**src/rtl/alu_cmd_ctrl.sv**
```systemverilog
// alu_cmd_ctrl: command-side controller for the 16-bit registered ALU.
// Takes one command at a time over a valid/ready channel, drives the ALU,
// collects its flags and registered result, and returns them over a
// valid/ready response channel. A divide with B == 0 is answered locally
// so the ALU never sees that case.
module alu_cmd_ctrl #(
   parameter logic [15:0] DIV0_VALUE = 16'hFFFF,
   parameter int unsigned CNT_W      = 8
) (
   input  logic             clk,
   input  logic             rst,
   input  logic             CMD_VALID,
   output logic             CMD_READY,
   input  logic [3:0]       CMD_FUN,
   input  logic [15:0]      CMD_A,
   input  logic [15:0]      CMD_B,
   output logic             RSP_VALID,
   input  logic             RSP_READY,
   output logic [15:0]      RSP_DATA,
   output logic [4:0]       RSP_FLAGS,
   output logic             RSP_ERR,
   output logic [CNT_W-1:0] CMD_COUNT,
   output logic [15:0]      ALU_A,
   output logic [15:0]      ALU_B,
   output logic [3:0]       ALU_FUN,
   input  logic [15:0]      ALU_OUT,
   input  logic             Arith_Flag,
   input  logic             Carry_Flag,
   input  logic             Logic_Flag,
   input  logic             CMP_Flag,
   input  logic             Shift_Flag
);

   typedef enum logic [1:0] {
      S_IDLE,
      S_ISSUE,
      S_CAPTURE,
      S_RESP
   } state_t;

   localparam logic [3:0] FUN_IDLE = 4'b1111;
   localparam logic [3:0] FUN_DIV  = 4'b0011;

   state_t             r_state;
   logic [15:0]        r_alu_a;
   logic [15:0]        r_alu_b;
   logic [3:0]         r_alu_fun;
   logic               r_rsp_valid;
   logic [15:0]        r_rsp_data;
   logic [4:0]         r_rsp_flags;
   logic               r_rsp_err;
   logic [CNT_W-1:0]   r_cmd_count;

   logic               w_div0;
   logic [4:0]         w_flags;

   assign w_div0  = (CMD_FUN == FUN_DIV) && (CMD_B == 16'h0000);
   assign w_flags = {Arith_Flag, Carry_Flag, Logic_Flag, CMP_Flag, Shift_Flag};

   // Command sequencing: accept, issue to ALU, capture result, hold response
   always_ff @(posedge clk or posedge rst) begin
      if (rst) begin
         r_state     <= S_IDLE;
         r_alu_a     <= '0;
         r_alu_b     <= '0;
         r_alu_fun   <= FUN_IDLE;
         r_rsp_valid <= 1'b0;
         r_rsp_data  <= '0;
         r_rsp_flags <= '0;
         r_rsp_err   <= 1'b0;
         r_cmd_count <= '0;
      end else begin
         case (r_state)
            S_IDLE: begin
               if (CMD_VALID) begin
                  r_alu_a <= CMD_A;
                  r_alu_b <= CMD_B;
                  if (w_div0) begin
                     // ALU function select stays idle: the trap is answered here
                     r_rsp_data  <= DIV0_VALUE;
                     r_rsp_flags <= '0;
                     r_rsp_err   <= 1'b1;
                     r_rsp_valid <= 1'b1;
                     r_state     <= S_RESP;
                  end else begin
                     r_alu_fun <= CMD_FUN;
                     r_rsp_err <= 1'b0;
                     r_state   <= S_ISSUE;
                  end
               end
            end
            S_ISSUE: begin
               // Flags are combinational from the now-stable ALU inputs;
               // the ALU registers its result on this same edge.
               r_rsp_flags <= w_flags;
               r_state     <= S_CAPTURE;
            end
            S_CAPTURE: begin
               r_rsp_data  <= ALU_OUT;
               r_alu_fun   <= FUN_IDLE;
               r_rsp_valid <= 1'b1;
               r_state     <= S_RESP;
            end
            S_RESP: begin
               if (RSP_READY) begin
                  r_rsp_valid <= 1'b0;
                  r_cmd_count <= r_cmd_count + 1'b1;
                  r_state     <= S_IDLE;
               end
            end
            default: begin
               r_state <= S_IDLE;
            end
         endcase
      end
   end

   // Ready is withheld combinationally while reset is asserted
   always_comb begin
      CMD_READY = (r_state == S_IDLE) && !rst;
   end

   assign ALU_A     = r_alu_a;
   assign ALU_B     = r_alu_b;
   assign ALU_FUN   = r_alu_fun;
   assign RSP_VALID = r_rsp_valid;
   assign RSP_DATA  = r_rsp_data;
   assign RSP_FLAGS = r_rsp_flags;
   assign RSP_ERR   = r_rsp_err;
   assign CMD_COUNT = r_cmd_count;

endmodule

```
**config.mk**
```make
export PLATFORM = sky130hd
export DESIGN_NAME = alu_cmd_ctrl
export DESIGN_NICKNAME = d
export VERILOG_FILES = /design/src/rtl/alu_cmd_ctrl.sv
export SDC_FILE = /design/constraint.sdc
export NUM_CORES = 1
export LEC_CHECK = 0
export ABC_AREA = 0
export BUFFER_PORTS_ARGS = -buffer_cell sky130_fd_sc_hd__buf_2
export CORE_MARGIN = 2
export CORE_UTILIZATION = 30
export DETAILED_ROUTE_END_ITERATION = 16
export SETUP_SLACK_MARGIN = 0.2
export SYNTH_ARGS = -nofsm -noshare
export SYNTH_HDL_FRONTEND = slang
export SYNTH_SLANG_ARGS = --single-unit
```
**constraint.sdc**
```tcl
create_clock -name clk -period 2.2 [get_ports clk]
set_input_delay 0.22 -clock clk [delete_from_list [all_inputs] [get_ports clk]]
set_output_delay 0.22 -clock clk [all_outputs]
set_load 0.1 [all_outputs]
```
==> summary.md, run 1 <==
| Metric | Value |
|---|---|
| Outcome | `finished, final reports clean` |
| Setup Buffers After CTS | `0` |
| Via density per instance | `approximately 4.5` |
| Most frequent cell after synthesis | `dfrtp_1` |
| Hold path cells | `2` |
| Max-Cap Viols | `0` |
| Worst Skew | `0.006153 ns` |
| Crit path DAT | `a little over 2 ns` |
| Synth async-reset ratio | `100.0%` |
| Post-synth top cells | `dfrtp_1, mux2_2, o22a_1` |
| Overflow after GRT | `0` |
| Final setup fails | `0` |
| Worst min-delay path category | `input port to flip-flop` |
| Slowest cell delay on critical path | `0.41 ns` |
| Crit path max fanout | `16` |
| Reg-to-Reg Start | `r_state[0]` |
| Die X | `about 100 um` |
| Critical Path Sink Type | `flip-flop` |
| Rel. slew slack | `54.08%` |
| Antenna violations before repair | `0` |
| Slew Limit Fails | `0` |
| Fin crit share | `82.69%` |
| Final nets | `410` |
| Std cell rows | `35` |
| DR WL/cell | `13.82 um` |
| Tightest hold margin | `between 0.08 and 0.09 ns` |
| H-tree depth | `3` |
| Post-CTS sizing | `0` |
| R2r endpoint | `RSP_DATA[5]` |
| CTS sink cnt | `a little under 70` |
| Prevailing post-synth register cell | `dfrtp_1` |
| Pre-Repair DR Iteration Count | `4` |
| Core area | `9240 um^2` |
| Post-synth EDFFs | `0` |
| CP Buf/Inv Count | `2` |
| Share of the synthesized area in the top cell type | `~57%` |
| Die area | `10,280 um^2` |
| Synth Net Count | `273` |
| Min Tclk post-route | `1.819 ns` |
| Register-to-register setup slack | `0.38 ns` |
| Kind of critical path | `flip-flop to flip-flop` |
| Total number of vias | `about 2,100` |
| Synth area leaders | `dfrtp_1, mux2_2, o22a_1, dfstp_2, ha_1` |
| Netlist area before placement | `2846 um^2` |
| Largest net degree at the start of global routing | `around 50` |
| Clock insertion delay at the later pin of the skew report | `0.34 ns` |
| Pre-CTS WS | `0.3032 ns` |
| Synthesis Warnings | `0` |
| Drc violations | `0` |
| Setup slack after layout | `0.3808 ns` |
| Placer Congestion | `0.7070` |
| Seq/Total Area, Yosys | `around three fifths` |
| Syn Inst Count | `206` |
| Synthesized area per cell | `13.82 um^2` |
| CP top delay family | `compound AO/OA/AOI/OAI gates` |
| Fmax | `0.5497 GHz` |
| Worst-path cell chain | `inv_1 > ha_1 > buf_4 > or2_2 > o21a_4 > o22a_1` |
| Global-route wire length before repair | `about 11 mm` |
| Critical Path Start Type | `flip-flop` |
| IO Count | `between 100 and 150` |
| Port Buffers | `around 130` |
| Worst-Margin Slew | `about 0.69 ns` |
| Antenna diode count | `0` |
| Post-DP HPWL | `a little under 5 mm` |
| TritonCTS clock tree | `done` |
| Fill cells | `923` |
| HP Start | `ALU_OUT[15]` |
| Initial DRC Count | `44` |
| Hold Path End | `RSP_DATA[15]` |
| Share of cells above drive strength 1 | `between 50% and 60%` |
| Vias in the first global route | `2,249` |
| Unrepaired setup endpoints after global routing | `no` |
| CTS Buf Count | `9` |
| Area leader, netlist | `dfrtp_1` |
| Netlist cell types | `36` |
| Initial Util | `30.81%` |
| Root buf cell | `clkbuf_8` |
| CTS Buffer Depth | `2` |
| GRT Overall Usage | `between 10% and 20%` |
| Fin. Hold Viols | `0` |
| Critical path's slowest cell | `dfrtp_1` |
| Clock-pin transition on the worst setup and hold timing paths | `0.08 ns` |
| WP data required | `around 2.4 ns` |
| Final WL | `6.590 mm` |
| Post-route ant nets | `0` |
| Worst R2R Path Depth | `6` |
| Die height | `101.4 um` |
| Layout area overhead | `36.97%` |
| Final setup TNS | `0 ns` |
| Register bit total from synthesis | `slightly below 70` |
## per-layer routing
layer	share of wire (%)	global-route usage (%)
met4	0.97	4.990
met1	44	16.77
met2	49	22.06
met5	0	0
met3	6.1	4.279
## sequential cells by signal, indices dropped and copies added (netlist names)
signal,count
RSP_ERR,1
ALU_FUN,4
r_state,2
CMD_COUNT,8
RSP_VALID,1
ALU_A,16
ALU_B,16
RSP_FLAGS,5
RSP_DATA,16
## cell type report
cell class / count / area [um^2] / area share, %
clock buffer: 9 / 123.9 / 3.177
clock inverter: 7 / 98.84 / 2.535
inverter: 10 / 37.54 / 0.9628
multi-input combinational: 119 / 1030 / 26.41
sequential: 69 / 1732 / 44.42
tap: 129 / 161.4 / 4.140
timing repair buffer: 134 / 715.7 / 18.36
## cells by family (layout without fill, tap and decap cells)
family          after synthesis  after routing  synth area share (%)
compound gates               36             36                 10.73
xor+xnor                      7              7                 2.154
fa+ha+maj                     6              6                 2.637
mux                          36             36                 14.15
flops                        69             69                 60.84
simple gates                 34             34                 6.418
buf+inv                      18            160                 3.077
## worst register-to-register path, cell delays in order (launching register included)
cell and delay (ns):
dfrtp_1 0.41, inv_1 0.10, ha_1 0.22, buf_4 0.18, or2_2 0.36, o21a_4 0.21
o22a_1 0.22
## worst max-delay path by stage
stage	slack (ns)	cells after the start	endpoint	startpoint
global placement	0.36	6	RSP_DATA[12]	CMD_B[4]
detailed placement	0.30	6	RSP_DATA[5]	CMD_B[4]
global route	0.23	5	RSP_DATA[4]	r_state[1]
CTS	0.36	6	RSP_DATA[5]	r_state[0]
finish	0.38	6	RSP_DATA[5]	r_state[0]
floorplan	0.25	1	ALU_A[0]	rst
## cells in the final DEF (no fill, tap or decap), drive strengths merged, types with 4 or more instances in the layout
| cell type | n |
|---|---|
| a22o | 4 |
| buf | 133 |
| clkbuf | 9 |
| dfrtp | 65 |
| dfstp | 4 |
| ha | 6 |
| inv | 11 |
| mux2 | 34 |
| nand2 | 9 |
| nand3 | 5 |
| nor2 | 9 |
| nor4 | 5 |
| o22a | 16 |
| xnor2 | 4 |
## what timing repair did
item,in CTS,in global routing
hold buffers,1,0
endpoints found under the setup margin,0,0
hold endpoints to repair,19,0
## stage by stage
step / util (%) / instances / area, um^2
floorplan: - / 206 / 2849
global placement: 39.68 / 460 / 3666
detailed placement: 39.68 / 460 / 3666
CTS: 42.19 / 477 / 3899
global route: 42.19 / 477 / 3899
finish: 42.19 / 477 / 3899
Power of run 1 is left out: the tool's default activity adds up to more than one toggle a clock period on the data nets, which glitch-free logic cannot reach.
==> inputs of run 2 (changes only) <==
- ABC_AREA: 0 -> 1
- clock period: 2.2 -> 1.75 ns (I/O delays scaled with it)
==> run 2 against run 1 <==
Against the previous run: setup slack lost 0.20 ns; first-iteration DRC count increased to 4.3 times the previous value; critical endpoint is now CMD_READY; critical path depth unchanged; clock-buffer cell count is 3 higher; critical path type is now flip-flop to output pin; hold slack got worse by 0.045 ns; design area rose by 18%.
==> summary.md, run 2 <==
| Metric | Value |
|---|---|
| Fill cells | `1,043 (was 923)` |
| TritonCTS clock tree | `done (unchanged)` |
| Pre-Repair DR Iteration Count | `5 (was 4)` |
| Die X | `107.0 um (was 101.4 um)` |
| IO Count | `129 (unchanged)` |
| Fmax | `0.6361 GHz` |
| Vias in the first global route | `2,825 (was 2,249)` |
| Kind of critical path | `flip-flop to output pin (was flip-flop to flip-flop)` |
| Final WL | `8.790 mm (was 6.590 mm)` |
| Outcome | `finished, final reports clean (unchanged)` |
| Syn Inst Count | `367 (was 206)` |
| Global-route wire length before repair | `13.64 mm (was 10.72 mm)` |
| Drc violations | `0 (unchanged)` |
| Die height | `107.0 um (was 101.4 um)` |
| Seq/Total Area, Yosys | `54.45% (was 60.84%)` |
| Most frequent cells in the layout | `nand2_1, buf_2, dfrtp_1 (was buf_2, dfrtp_1, mux2_2)` |
| Worst R2R Path Depth | `9 (was 6)` |
| Synth Net Count | `434 (was 273)` |
| CTS Buffer Depth | `2 (unchanged)` |
| Crit path DAT | `1.40 ns (was 2.04 ns)` |
| H-tree depth | `3 (unchanged)` |
| Unrepaired setup endpoints after global routing | `yes (was no)` |
| GRT Overall Usage | `15.20% (was 13.49%)` |
| Hold path cells | `3 (was 2)` |
| Via density per instance | `4.455 (was 4.482)` |
| Clock-pin transition on the worst setup and hold timing paths | `0.08 ns (about the same)` |
| Share of cells above drive strength 1 | `46.01% (was 55.75%)` |
| Critical Path Start Type | `flip-flop (unchanged)` |
| Netlist cell types | `25 (was 36)` |
| Post-synth top cells | `nand2_1, dfrtp_1, nand3_1 (was dfrtp_1, mux2_2, o22a_1)` |
| Die area | `11,440 um^2 (was 10,280 um^2)` |
| Netlist area before placement | `3181 um^2 (was 2846 um^2)` |
| Area leader, netlist | `dfrtp_1 (unchanged)` |
| Fin. Hold Viols | `0 (unchanged)` |
| CTS Buf Count | `9 (unchanged)` |
| WP data required | `1.57 ns (was 2.42 ns)` |
| Multi-input logic area | `1444 um^2 (was 1030 um^2)` |
| Root buf cell | `clkbuf_8 (unchanged)` |
| Dpl cells | `630 (was 460)` |
| Synthesis Warnings | `0 (unchanged)` |
| Slew Limit Fails | `0 (unchanged)` |
| Prevailing post-synth register cell | `dfrtp_1 (unchanged)` |
| Final setup fails | `0 (unchanged)` |
| Commonest non-fill, non-tap cell in the layout | `nand2_1 (was buf_2)` |
| Crit path max fanout | `3 (was 16)` |
| Clock insertion delay at the later pin of the skew report | `0.33 ns (was 0.34 ns)` |
| Synth async-reset ratio | `100.0% (unchanged)` |
| Core area | `10,320 um^2 (was 9240 um^2)` |
| Synthesized area per cell | `8.666 um^2 (was 13.82 um^2)` |
| Rel. slew slack | `66.51% (was 54.08%)` |
| Post-DP HPWL | `5.815 mm (was 4.853 mm)` |
| Max-Cap Viols | `0 (unchanged)` |
| Worst Skew | `0.009006 ns (was 0.006153 ns)` |
| Initial DRC Count | `190 (was 44)` |
| Critical Path Sink Type | `output pin (was flip-flop)` |
| Layout Cells excl Fill | `662 (was 477)` |
| Initial Util | `30.81% (about the same)` |
| Port Buffers | `128 (unchanged)` |
| CTS sink cnt | `69 (unchanged)` |
| Final nets | `588 (was 410)` |
| Min Tclk post-route | `1.572 ns` |
| Synth area leaders | `dfrtp_1, nand2_1, nand3_1, or2_2, dfstp_2 (was dfrtp_1, mux2_2, o22a_1, dfstp_2, ha_1)` |
| Antenna violations before repair | `0 (unchanged)` |
| Sequential Area | `1744 um^2 (was 1732 um^2)` |
| Post-synth EDFFs | `0 (unchanged)` |
| Antenna diode count | `0 (unchanged)` |
| Layout area overhead | `44.89% (was 36.97%)` |
| Worst-Margin Slew | `0.5058 ns (was 0.6887 ns)` |
| Share of the synthesized area in the top cell type | `51.14% (was 57.14%)` |
| Overflow after GRT | `0 (unchanged)` |
| Post-route ant nets | `0 (unchanged)` |
| DR WL/cell | `13.28 um (was 13.82 um)` |
| Std cell rows | `37 (was 35)` |
| Most frequent cell after synthesis | `nand2_1 (was dfrtp_1)` |
| Largest net degree at the start of global routing | `70 (was 51)` |
| Total number of vias | `2,949 (was 2,138)` |
| Fin crit share | `about nine tenths` |
| Register bit total from synthesis | `69 (unchanged)` |
| Placer Congestion | `0.8229 (was 0.7070)` |
| Worst min-delay path category | `input port to flip-flop (unchanged)` |
[run 2: cell types whose count changed after synthesis, sizes merged, moves of 3 or more]
| cell | change |
|---|---|
| a22o | -4 |
| buf | +5 |
| inv | +13 |
| mux2 | -33 |
| nand2 | +140 |
| nand3 | +44 |
| nand4 | +3 |
| nor2 | +10 |
| nor4 | -5 |
| o21ai | +4 |
| o22a | -16 |
| or2 | +17 |
[run 2: worst max-delay path: stages (launching register included)]
cell	delay, ns
dfrtp_1	0.39
inv_2	0.09
ha_4	0.15
inv_2	0.04
buf_6	0.12
nor2_4	0.09
buf_12	0.18
[run 2: kinds of logic after synthesis]
| logic type | Yosys count | synth area share [%] |
|---|---|---|
| xor+xnor | 7 | 1.928 |
| flops | 69 | 54.45 |
| simple gates | 240 | 34.26 |
| mux | 1 | 0.3540 |
| buf+inv | 38 | 5.586 |
| compound gates | 6 | 1.062 |
| fa+ha+maj | 6 | 2.360 |
[run 2: stage by stage]
step	setup slack, ns	hold slack (ns)	util, %	TNS (ns)	area [um^2]
after global routing	0.09854	0.01799	44.64	0	4608
after detailed placement	-0.2794	0.3231	39.36	-4.936	4064
after floorplan	-0.05917	0.2846	-	-0.05917	3199
after CTS	0.1343	0.01897	42.70	0	4408
final	0.1779	0.04304	44.64	0	4608
after global placement	-0.1539	0.3178	39.36	-2.618	4064
[run 2: layout make-up]
class                      count  area share, %
clock buffer                  12          3.150
multi-input combinational    261          31.33
tap                          136          3.693
timing repair buffer         157          20.91
sequential                    69          37.85
inverter                      23          2.036
clock inverter                 4          1.032
[run 2: per-layer routing]
| layer | vias to the layer above | share of wire [%] | GRT usage (%) |
|---|---|---|---|
| met5 | - | 0 | 0 |
| met4 | 0 | 1.3 | 5.009 |
| met3 | 11 | 5.1 | 4.377 |
| met2 | 87 | 49 | 24.43 |
| met1 | 1401 | 45 | 19.71 |
| li1 | 1450 | - | - |
[run 2: final timing paths]
kind                       startpoint     endpoint  slack [ns]
hold reg to reg             RSP_VALID    RSP_VALID        0.47
max in group asynchronous         rst   ALU_FUN[1]        0.93
setup / recovery           r_state[0]    CMD_READY        0.18
hold / removal               CMD_A[3]     ALU_A[3]        0.04
min in group asynchronous         rst   r_state[0]        0.51
setup reg to reg           r_state[0]  RSP_DATA[5]        0.20
[run 2: timing repair]
action / in CTS / in global routing
buffers inserted: 7 / 6
hold endpoints to repair: 65 / 0
pin swaps: 3 / 9
gates resized for setup: 20 / 38
endpoints found under the setup margin: 29 / 33
hold buffers: 1 / 0
gates cloned: 1 / 1
Power of run 2 is left out for the same reason.
==> inputs of run 3 (changes only) <==
- CELL_PAD_IN_SITES_DETAIL_PLACEMENT: default -> 2
- CELL_PAD_IN_SITES_GLOBAL_PLACEMENT: default -> 2
- CORE_UTILIZATION: 30 -> 27
- PLACE_DENSITY_LB_ADDON: default -> 0.1
- RECOVER_POWER: default -> 25
==> run 3 against run 2 <==
Against the previous run: clock skew decreased by 0.0072 ns; fmax is 3.9% higher; design area down 1.0%; sequential share of layout area grew 0.39 points; clock-buffer cell count is 4 higher; register-to-register slack improved by 0.07 ns; global-route usage increased by 1.4 points; critical path depth decreased by 1.
==> summary.md, run 3 (synthesis results as in run 2) <==
| Metric | Value |
|---|---|
| Root buf cell | `clkbuf_16 (was clkbuf_8)` |
| Core area | `11,470 um^2 (was 10,320 um^2)` |
| Met1 usage | `20.05% (was 19.71%)` |
| Overflow after GRT | `0 (unchanged)` |
| Die height | `112.5 um (was 107.0 um)` |
| Fmax | `0.6610 GHz (was 0.6361 GHz)` |
| Unrepaired setup endpoints after global routing | `yes (unchanged)` |
| TritonCTS clock tree | `done (unchanged)` |
| DR WL/cell | `15.50 um (was 13.28 um)` |
| Fin crit share | `86.45% (was 89.84%)` |
| CTS Buffer Depth | `2 (unchanged)` |
| Pre-CTS WS | `0.1073 ns (was -0.2794 ns)` |
| Vias in the first global route | `3,306 (was 2,825)` |
| Fin. Hold Viols | `0 (unchanged)` |
| Slew Limit Fails | `0 (unchanged)` |
| Final nets | `574 (was 588)` |
| Drc violations | `0 (unchanged)` |
| Total number of vias | `2,991 (was 2,949)` |
| Rel. slew slack | `66.21% (was 66.51%)` |
| Outcome | `finished, final reports clean (unchanged)` |
| Setup slack after layout | `0.2372 ns (was 0.1779 ns)` |
| Worst-Margin Slew | `0.5104 ns (was 0.5058 ns)` |
| GRT met3 Usage | `3.132% (was 4.377%)` |
| H-tree depth | `3 (unchanged)` |
| Most frequent cells in the layout | `nand2_1, buf_2, dfrtp_1 (unchanged)` |
| Via density per instance | `4.566 (was 4.455)` |
| Worst-path cell chain | `inv_2 > ha_4 > inv_4 > nor2_4 > buf_12 (was inv_2 > ha_4 > inv_2 > buf_6 > nor2_4 > buf_12)` |
| Largest net degree at the start of global routing | `70 (unchanged)` |
| Global-route wire length before repair | `16.53 mm (was 13.64 mm)` |
| Share of cells above drive strength 1 | `42.97% (was 46.01%)` |
| Std cell rows | `39 (was 37)` |
| Die area | `12,660 um^2 (was 11,440 um^2)` |
| Min Tclk post-route | `1.513 ns (was 1.572 ns)` |
| Clock-pin transition on the worst setup and hold timing paths | `0.05 ns (was 0.08 ns)` |
| CP top delay family | `flip-flops (was buffers and inverters)` |
| IO Count | `129 (unchanged)` |
| Slowest cell delay on critical path | `0.38 ns (was 0.39 ns)` |
| CTS sink cnt | `69 (unchanged)` |
| Placer Congestion | `0.7148 (was 0.8229)` |
| Commonest non-fill, non-tap cell in the layout | `nand2_1 (unchanged)` |
| CP Buf/Inv Count | `3 (was 4)` |
| Clock insertion delay at the later pin of the skew report | `0.33 ns (about the same)` |
| Post-route ant nets | `0 (unchanged)` |
| Kind of critical path | `flip-flop to output pin (unchanged)` |
| Pre-Repair DR Iteration Count | `4 (was 5)` |
| GR peak layer | `met2 (unchanged)` |
| Critical path's slowest cell | `dfrtp_1 (unchanged)` |
| CTS Buf Count | `9 (unchanged)` |
| Post-DP HPWL | `6.907 mm (was 5.815 mm)` |
| Critical Path Sink Type | `output pin (unchanged)` |
| Antenna violations before repair | `0 (unchanged)` |
| Final setup fails | `0 (unchanged)` |
| GRT Overall Usage | `16.62% (was 15.20%)` |
| Met2 usage in global routing | `29.04% (was 24.43%)` |
| Initial DRC Count | `62 (was 190)` |
| Crit path max fanout | `4 (was 3)` |
| WP data required | `1.57 ns (about the same)` |
| Final WL | `10.15 mm (was 8.790 mm)` |
| Die X | `112.5 um (was 107.0 um)` |
| Register-to-register setup slack | `0.27 ns (was 0.20 ns)` |
| Critical Path Start Type | `flip-flop (unchanged)` |
| Worst min-delay path category | `input port to flip-flop (unchanged)` |
| Crit path DAT | `1.34 ns (was 1.40 ns)` |
| Initial Util | `27.74% (was 30.81%)` |
| Worst Skew | `0.001783 ns (was 0.009006 ns)` |
| Port Buffers | `128 (unchanged)` |
| Antenna diode count | `0 (unchanged)` |
| Layout area overhead | `43.39% (was 44.89%)` |
| Max-Cap Viols | `0 (unchanged)` |
==> run 3: cell types whose count changed in the layout (fill, tap and decap cells not counted), moves of 3 or more <==
cell,delta
or2_2,+16
inv_2,-3
buf_12,+4
inv_4,+3
nand3_1,+6
buf_4,-8
buf_6,-9
clkbuf_16,+10
clkbuf_8,-6
or2_4,-15
nand3_2,-6
==> run 3: stage by stage <==
stage	hold WS, ns	utilization, %	instance area, um^2	TNS (ns)	std cells
global placement	0.3349	35.41	4060	0	632
finish	0.03826	39.77	4561	0	655
detailed placement	0.3351	35.41	4060	0	632
floorplan	0.2846	-	3199	-0.05917	367
CTS	0.02667	38.64	4431	0	650
global route	0.04030	39.77	4561	0	655
==> run 3: worst paths after layout <==
check,cells after the start,endpoint,from
worst max-delay path,5,CMD_READY,r_state[0]
worst min-delay path,3,ALU_A[8],CMD_A[8]
worst max register to register,9,RSP_DATA[14],r_state[0]
worst min register to register,2,RSP_VALID,RSP_VALID
max in group asynchronous,4,ALU_FUN[1],rst
min in group asynchronous,4,CMD_COUNT[1],rst
==> run 3: routing by layer <==
layer  routed length (um)  vias up
li1                     -     1430
met3                  447       12
met2                 5049       77
met4                  189        0
met1                 4467     1472
met5                    0        -
==> run 3: layout make-up <==
cell class,instances,area (um^2)
Clock buffer,16,291.5
Timing Repair Buffer,144,890.9
Tap cell,143,178.9
Fill cell,1302,6907
Multi-Input combinational cell,260,1356
Sequential cell,69,1744
Inverter,23,98.84
==> run 3: what timing repair did <==
action | 4_1_cts | 5_1_grt
gates cloned | 0 | 3
endpoints found under the hold margin | 65 | 0
gates resized for setup | 10 | 17
pin swaps | 0 | 1
hold buffers | 1 | 0
buffers inserted | 1 | 2
setup endpoints to repair | 28 | 26
==> run 3: worst min-delay path, cell delays in order <==
cell and delay, ns:
buf_2 0.07, nand2_1 0.04, nand2_1 0.05
Power of run 3 is left out for the same reason.
